<file path="config.mk">
export PLATFORM = sky130hd
export DESIGN_NAME = pattern_field_buffer
export DESIGN_NICKNAME = d
export VERILOG_FILES = /design/src/rtl/pattern_field_buffer.sv
export SDC_FILE = /design/constraint.sdc
export NUM_CORES = 2
export LEC_CHECK = 0
export BUFFER_PORTS_ARGS = -buffer_cell sky130_fd_sc_hd__buf_2
export CAP_MARGIN = 20
export CORE_AREA = 2 2 629 631
export DETAILED_ROUTE_END_ITERATION = 8
export DIE_AREA = 0 0 631 633
export PLACE_DENSITY = 0.34
export SYNTH_ARGS = -nofsm -noshare
export SYNTH_HDL_FRONTEND = slang
export SYNTH_SLANG_ARGS = --single-unit
</file>
<file path="constraint.sdc">
create_clock -name clk -period 5.9 [get_ports clk]
set_clock_uncertainty 0.05 [all_clocks]
set_input_delay 0.295 -clock clk [delete_from_list [all_inputs] [get_ports clk]]
set_output_delay 0.295 -clock clk [all_outputs]
set_load 0.05 [all_outputs]
</file>
<file path="src/rtl/pattern_field_buffer.sv">
// -----------------------------------------------------------------------------
// pattern_field_buffer
//
// Field-buffer responder for the pattern core's field port. Holds
// 2^bufp_width pattern buffers of 2^fieldp_width fields each, buffer_width
// bits per field.
//
// Two independent access paths share one storage array:
//   * Core port: asynchronous read of {bufp, fieldp} on field_in, and a
//     synchronous write of field_out to {bufp, fieldwp} when field_we is high.
//   * Stream port: on stream_start, transmits every field of buffer
//     stream_buf in order as a valid/ready stream. There are exactly
//     2^fieldp_width beats, and done pulses for one cycle after the last
//     handshake.
//
// Optional feature (compile-time macro FIELDBUF_WRITE_LOCK_EN):
//   When the macro is defined, a core write to the buffer that is currently
//   being streamed is dropped and the sticky collision flag is set.
//   Writes to other buffers still proceed. Without the macro, every write
//   proceeds and collision is tied low.
//
// Ports:
//   clk          - single clock; all state changes on posedge
//   reset        - synchronous, active-low
//   bufp         - core buffer select (used for both read and write)
//   fieldp       - core read field index
//   fieldwp      - core write field index
//   field_out    - core write data
//   field_we     - core write enable
//   field_in     - core read data, mem[{bufp, fieldp}]
//   stream_start - request to transmit buffer stream_buf
//   stream_buf   - buffer to transmit
//   stream_ready - sink accepts the current beat
//   stream_valid - beat valid
//   stream_data  - beat data
//   stream_last  - final beat of the transfer
//   busy         - a transfer is in progress
//   done         - one-cycle pulse after the final beat is accepted
//   collision    - sticky write-lockout flag
// -----------------------------------------------------------------------------
module pattern_field_buffer #(
    parameter int bufp_width   = 3,
    parameter int fieldp_width = 5,
    parameter int buffer_width = 8
) (
    input  logic                    clk,
    input  logic                    reset,
    input  logic [bufp_width-1:0]   bufp,
    input  logic [fieldp_width-1:0] fieldp,
    input  logic [fieldp_width-1:0] fieldwp,
    input  logic [buffer_width-1:0] field_out,
    input  logic                    field_we,
    output logic [buffer_width-1:0] field_in,
    input  logic                    stream_start,
    input  logic [bufp_width-1:0]   stream_buf,
    input  logic                    stream_ready,
    output logic                    stream_valid,
    output logic [buffer_width-1:0] stream_data,
    output logic                    stream_last,
    output logic                    busy,
    output logic                    done,
    output logic                    collision
);

    localparam int ADDR_W = bufp_width + fieldp_width;
    localparam int DEPTH  = 1 << ADDR_W;
    localparam logic [fieldp_width-1:0] IDX_MAX = '1;

    typedef enum logic {
        S_IDLE,
        S_SEND
    } state_t;

    // Storage (not cleared by reset).
    logic [buffer_width-1:0] r_mem [DEPTH];

    state_t                  r_state;
    logic [bufp_width-1:0]   r_sbuf;
    logic [fieldp_width-1:0] r_idx;
    logic [buffer_width-1:0] r_data;
    logic                    r_valid;
    logic                    r_busy;
    logic                    r_done;

    logic                    w_lock_hit;
    logic                    w_write_en;
    logic [fieldp_width-1:0] w_idx_next;

    // A write is locked out only while a transfer of that same buffer runs.
`ifdef FIELDBUF_WRITE_LOCK_EN
    assign w_lock_hit = r_busy && (bufp == r_sbuf);
`else
    assign w_lock_hit = 1'b0;
`endif

    assign w_write_en = field_we && !w_lock_hit;
    assign w_idx_next = r_idx + 1'b1;

    // Core write port. Reads elsewhere in this module see pre-edge contents.
    always_ff @(posedge clk) begin
        if (w_write_en) begin
            r_mem[{bufp, fieldwp}] <= field_out;
        end
    end

    // Core read is asynchronous so the core can latch it at the same edge.
    assign field_in = r_mem[{bufp, fieldp}];

    // Stream FSM. The next beat is fetched at the handshake edge, so a core
    // write landing before that edge is visible. The beat being held is a
    // register and cannot change under the sink.
    always_ff @(posedge clk) begin
        if (!reset) begin
            r_state <= S_IDLE;
            r_sbuf  <= '0;
            r_idx   <= '0;
            r_data  <= '0;
            r_valid <= 1'b0;
            r_busy  <= 1'b0;
            r_done  <= 1'b0;
        end else begin
            r_done <= 1'b0;
            case (r_state)
                S_IDLE: begin
                    if (stream_start) begin
                        r_sbuf  <= stream_buf;
                        r_idx   <= '0;
                        r_data  <= r_mem[{stream_buf, {fieldp_width{1'b0}}}];
                        r_valid <= 1'b1;
                        r_busy  <= 1'b1;
                        r_state <= S_SEND;
                    end
                end
                S_SEND: begin
                    // stream_start is deliberately ignored here.
                    if (r_valid && stream_ready) begin
                        if (r_idx == IDX_MAX) begin
                            r_valid <= 1'b0;
                            r_busy  <= 1'b0;
                            r_done  <= 1'b1;
                            r_state <= S_IDLE;
                        end else begin
                            r_idx  <= w_idx_next;
                            r_data <= r_mem[{r_sbuf, w_idx_next}];
                        end
                    end
                end
                default: begin
                    r_state <= S_IDLE;
                    r_valid <= 1'b0;
                    r_busy  <= 1'b0;
                end
            endcase
        end
    end

`ifdef FIELDBUF_WRITE_LOCK_EN
    logic r_collision;

    always_ff @(posedge clk) begin
        if (!reset) begin
            r_collision <= 1'b0;
        end else if (field_we && w_lock_hit) begin
            r_collision <= 1'b1;
        end
    end

    assign collision = r_collision;
`else
    assign collision = 1'b0;
`endif

    assign stream_valid = r_valid;
    assign stream_data  = r_data;
    assign stream_last  = (r_state == S_SEND) && (r_idx == IDX_MAX);
    assign busy         = r_busy;
    assign done         = r_done;

endmodule

</file>
# --- After elaboration in Yosys (flattened, before gate mapping) ---
# Memories as Yosys holds them, arrays and structs flattened.
# Index checks and enable logic that the tools add are counted.
# Widths: inputs -> output; s select.
totals:
  register_bits: 19
  ram_bits: 2048
  output_inout_bits: 21
  wordCells: 39
  memories: 1
memory_table:
  columns: ["name", "words", "width", "rd", "rd_clocked_by_memory_dff", "write_ports", "line_no", "source"]
  rows:
  - ["r_mem", 256, 8, 3, 0, 1, "75", "logic [buffer_width-1:0] r_mem [DEPTH];"]
op_classes:
  add_sub_neg: 1
  n_eq_ne: 5
  mux: 19
  bitwise_logic: 1
  n_reduce_logical: 6
ops:
  columns: ["operator", "n"]
  rows:
  - ["$mux 8", 3]
  - ["$pmux 8 s2", 1]
  - ["$mux 5", 3]
  - ["$pmux 5 s2", 1]
  - ["$mux 1", 9]
  - ["$reduce_and 3->1", 3]
  - ["$add 5x1->5 const B", 1]
  - ["$eq 5x5->1 const B", 1]
  - ["$ne 2x1->1 const B", 2]
  - ["$ne 2x2->1 const B", 2]
  - ["$pmux 1 s2", 2]
  - ["$logic_and 1x1->1", 2]
  - ["$reduce_and 2->1", 1]
  - ["$not 1->1", 1]

# --- Depth between registers and ports, before layout ---
# An unclocked memory read counts as a cell.
logic_depth:
  word_depth: 5
  ltp_mapped: 13
  mapped_depth_nobuf: 10

# --- Worst setup path before layout ---
# No wires, ideal clock.
synth_timing:
  kind: "input-to-output"
  startpoint: "input port fieldp[1]"
  endpoint: "output port field_in[3]"
  arrival_time_ps: 2931
  setup_slack_ps: 2624
  cell_stages: 8
  cell_sequence: "buf_2 > clkbuf_1 > buf_1 > mux4_2 > a221oi_1 > nor3_1 > a221oi_1 > o311ai_1"
synth_between:
  elab_chain_cells: 1
synth_lines:
  columns: ["item", "line_no", "source"]
  rows:
  - ["start, declared", "49", "input logic [fieldp_width-1:0] fieldp,"]
  - ["$mem_v2 256x8", null, null]
  - ["end, declared", "53", "output logic [buffer_width-1:0] field_in,"]
# Every way passes these cells.

==> flow_summary.ini <==
[clock_tree]
holdBufCountCts = 21
cts_tree = yes
cts_buffers = 266
ctsResizeCount = 0
clock_latency_ns = 0.94
h-tree-depth = 5
cts-root-buf = clkbuf_16
clock-sinks = 2067
clk_pin_slew_worst_paths_ns = 0.06
post_cts_buffers = 0
clk_path_buf_depth = 4

[run_status]
outcome = finished clean

[placed_design]
dp.cells = 10400
gp_congestion = 0.827
hpwlAfterDp_um = 287000
port_buffers = 48

[critical_path]
timing.critical_path.required_ns = 5.56
crit_cells = 8
path_max_fanout = 3
crit_type = flop to output pin
cp_top_family = multiplexers
r2r_setup_slack_ns = 0.88
critical_path_buf_inv_count = 2
critPathMaxStageDelay_ns = 0.58
rr_startpoint = r_idx[0]$_SDFFE_PN0P_
reg2reg_depth = 10
cp-end-kind = output pin
worstReg2RegEnd = stream_data[5]$_SDFFE_PN0P_
cp_slowest_cell = mux4_2
startpoint_type = flop
arrival_ns = 4.74
worstPathCellList = mux4_2 -> mux4_2 -> a22oi_1 -> nand2_1 -> a22oi_1 -> nand3b_1 -> buf_4 -> buf_2

[timing]
drv_slew = 0
hold_viol_final = 0
fmax_mhz = 197
rsz0062_at_grt = false
period_share_pct = 86.1
worst_pin_slew_ns = 1.29
maxSlewHeadroom_pct = 13.8
period_needed_ns = 5.08
tns_ns = 0
setup_viol = 0

[drt]
drtAntennaViolNets = 0
m1WireLength_um = 188000
num_vias = 57700
avgViaCountPerCell = 5.29
drt_iter0_markers = 6548
highest_layer = met4
drc = 0
totalWireLength_um = 427000
wl_per_cell_um = 39.2
wl_met2_um = 207000
met3WireLength_um = 20700
dr.pass1.iters = 6

[logic_synthesis]
synth_top_area_share_pct = 62.9
synthArstFlopShare_pct = 0
ys_ff_latch = 2067
yosysTopAreaCell = edfxtp_1
synthFlopType = edfxtp_1
avgSynthCellArea_um2 = 18.9
ys_warn_count = 0
netlist_area_um2 = 97800
synth.area.top_cells = edfxtp_1 (63%), mux4_2 (25%), nand2_1 (1.6%)
synth_edf_count = 2048
yosysSeqAreaShare_pct = 63.3
syn-num-nets = 5198
synth_cell_types = 77
syn_inst = 5167

[final_layout]
fin_cells = 10900
syn_to_final_growth_pct = 17.5
nets = 5507
layout_commonest_cell = edfxtp_1
layout-drive-gt1-share_pct = 34.8
mostFrequentLayoutCells = edfxtp_1 (2,048), mux4_2 (1,073), nand2_1 (412)

[grt]
grt_pass1_vias = 59100
grt_max_degree = 151
grt_overflow = 0
grt_first_pass_wirelength_um = 571000
antenna_found_initial = 27
grt.total_usage_pct = 21.0

[worst_hold_path]
hold_end = r_mem[73][6]$_DFFE_PP_
hold_path_class = input port to flop
hold_path_depth = 3
worstHoldStart = fieldwp[3]

[die]
core_area_um2 = 392000
die_y_um = 633
initial_core_util_pct = 25.0
rows = 230
die_w_um = 631
die-area_um2 = 399000
pin_count = 50

[run]
max_cap_violations = 0

[power_and_ir_drop]
p_leak_nw = 34.5
powerDensity_nw_per_um2 = 306
vdd_drop_max_mv = 0.182
-- how the worst max path moves through the flow --
stage | startpoint | endpoint | slack (ns)
2_1_floorplan | fieldp[1] | field_in[3] | 2.62
3_3_place_gp | r_idx[0]$_SDFFE_PN0P_ | stream_data[5]$_SDFFE_PN0P_ | 0.86
3_5_place_dp | r_idx[0]$_SDFFE_PN0P_ | stream_data[5]$_SDFFE_PN0P_ | 0.89
4_1_cts | r_mem[160][4]$_DFFE_PP_ | field_in[4] | 0.62
5_1_grt | r_mem[160][4]$_DFFE_PP_ | field_in[4] | 0.77
6_report | r_mem[0][4]$_DFFE_PP_ | field_in[4] | 0.82
-- worst register-to-register path: stages, from the launching register on --
cell and delay [ns]:
dfxtp_4 0.37, ha_4 0.20, and3_1 0.19, ha_2 0.45
inv_2 0.39, nor2_4 0.91, buf_4 0.53, nand3_1 0.38
a41o_1 0.44, o221ai_1 0.77, a211oi_1 0.19
-- state kept, by name, summed over array words and instances, names as in the netlist --
name         flops
busy             1
r_idx            5
r_sbuf           3
stream_data      8
done             1
r_mem         2048
r_state          1
-- cells in the mapped netlist, types with 32 or more instances --
| cell type | number |
|---|---|
| clkbuf_1 | 133 |
| and3_1 | 32 |
| nand2_1 | 417 |
| nor2b_1 | 32 |
| a21oi_1 | 67 |
| a22oi_1 | 84 |
| buf_6 | 50 |
| mux4_2 | 1073 |
| mux2i_1 | 118 |
| mux2_2 | 41 |
| buf_4 | 70 |
| a31oi_1 | 38 |
| o22ai_1 | 34 |
| buf_1 | 35 |
| o21ai_0 | 47 |
| nor2_1 | 302 |
| edfxtp_1 | 2048 |
| nand3_1 | 130 |
| buf_2 | 110 |
-- per-stage QoR --
step	area (um2)	hold slack, ns	total power (W)	setup WS (ns)	util [%]
2_1_floorplan	97800	0.344	0.0177	2.62	-
3_3_place_gp	106000	0.421	0.0190	0.856	26.9
3_5_place_dp	106000	0.429	0.0190	0.885	27.0
4_1_cts	115000	0.000542	0.0357	0.621	29.3
5_1_grt	115000	0.0955	0.0362	0.770	29.3
6_report	115000	0.0880	0.0352	0.817	29.3
-- power breakdown --
| group | internal, W | total, W | switching, W |
|---|---|---|---|
| logic | 0.000812 | 0.00244 | 0.00163 |
| registers | 0.0162 | 0.0162 | 0.0000398 |
| clock network | 0.00981 | 0.0166 | 0.00676 |
| total | 0.0268 | 0.0352 | 0.00843 |
-- layer usage --
layer  vias to the layer above  global-route usage [%]
li1                      22700                       -
met4                         0                    5.52
met5                         -                       0
met3                       435                    2.69
met1                     32500                    28.9
met2                      2178                    35.0
-- cell type report --
cell class | count | area [um2]
clock buffers | 346 | 7240
well taps | 5220 | 6530
multi-input cells | 2681 | 33700
fillers | 38400 | 277000
inverters | 8 | 35.0
diodes | 13 | 32.5
repair buffers | 452 | 4170
flip-flops and latches | 2067 | 61900
clock inverters | 124 | 1410
-- cell families after synthesis --
group,Yosys count,synth area share (%)
adder cells (fa/ha/maj),2,0.0256
buffers and inverters,419,2.58
XOR/XNOR,4,0.0704
AO/OA/AOI/OAI,445,3.24
other,1,0.00383
flip-flops,2067,63.3
multiplexers,1234,26.4
AND/OR/NAND/NOR,995,4.38
Power figures use the tool's default switching activity.
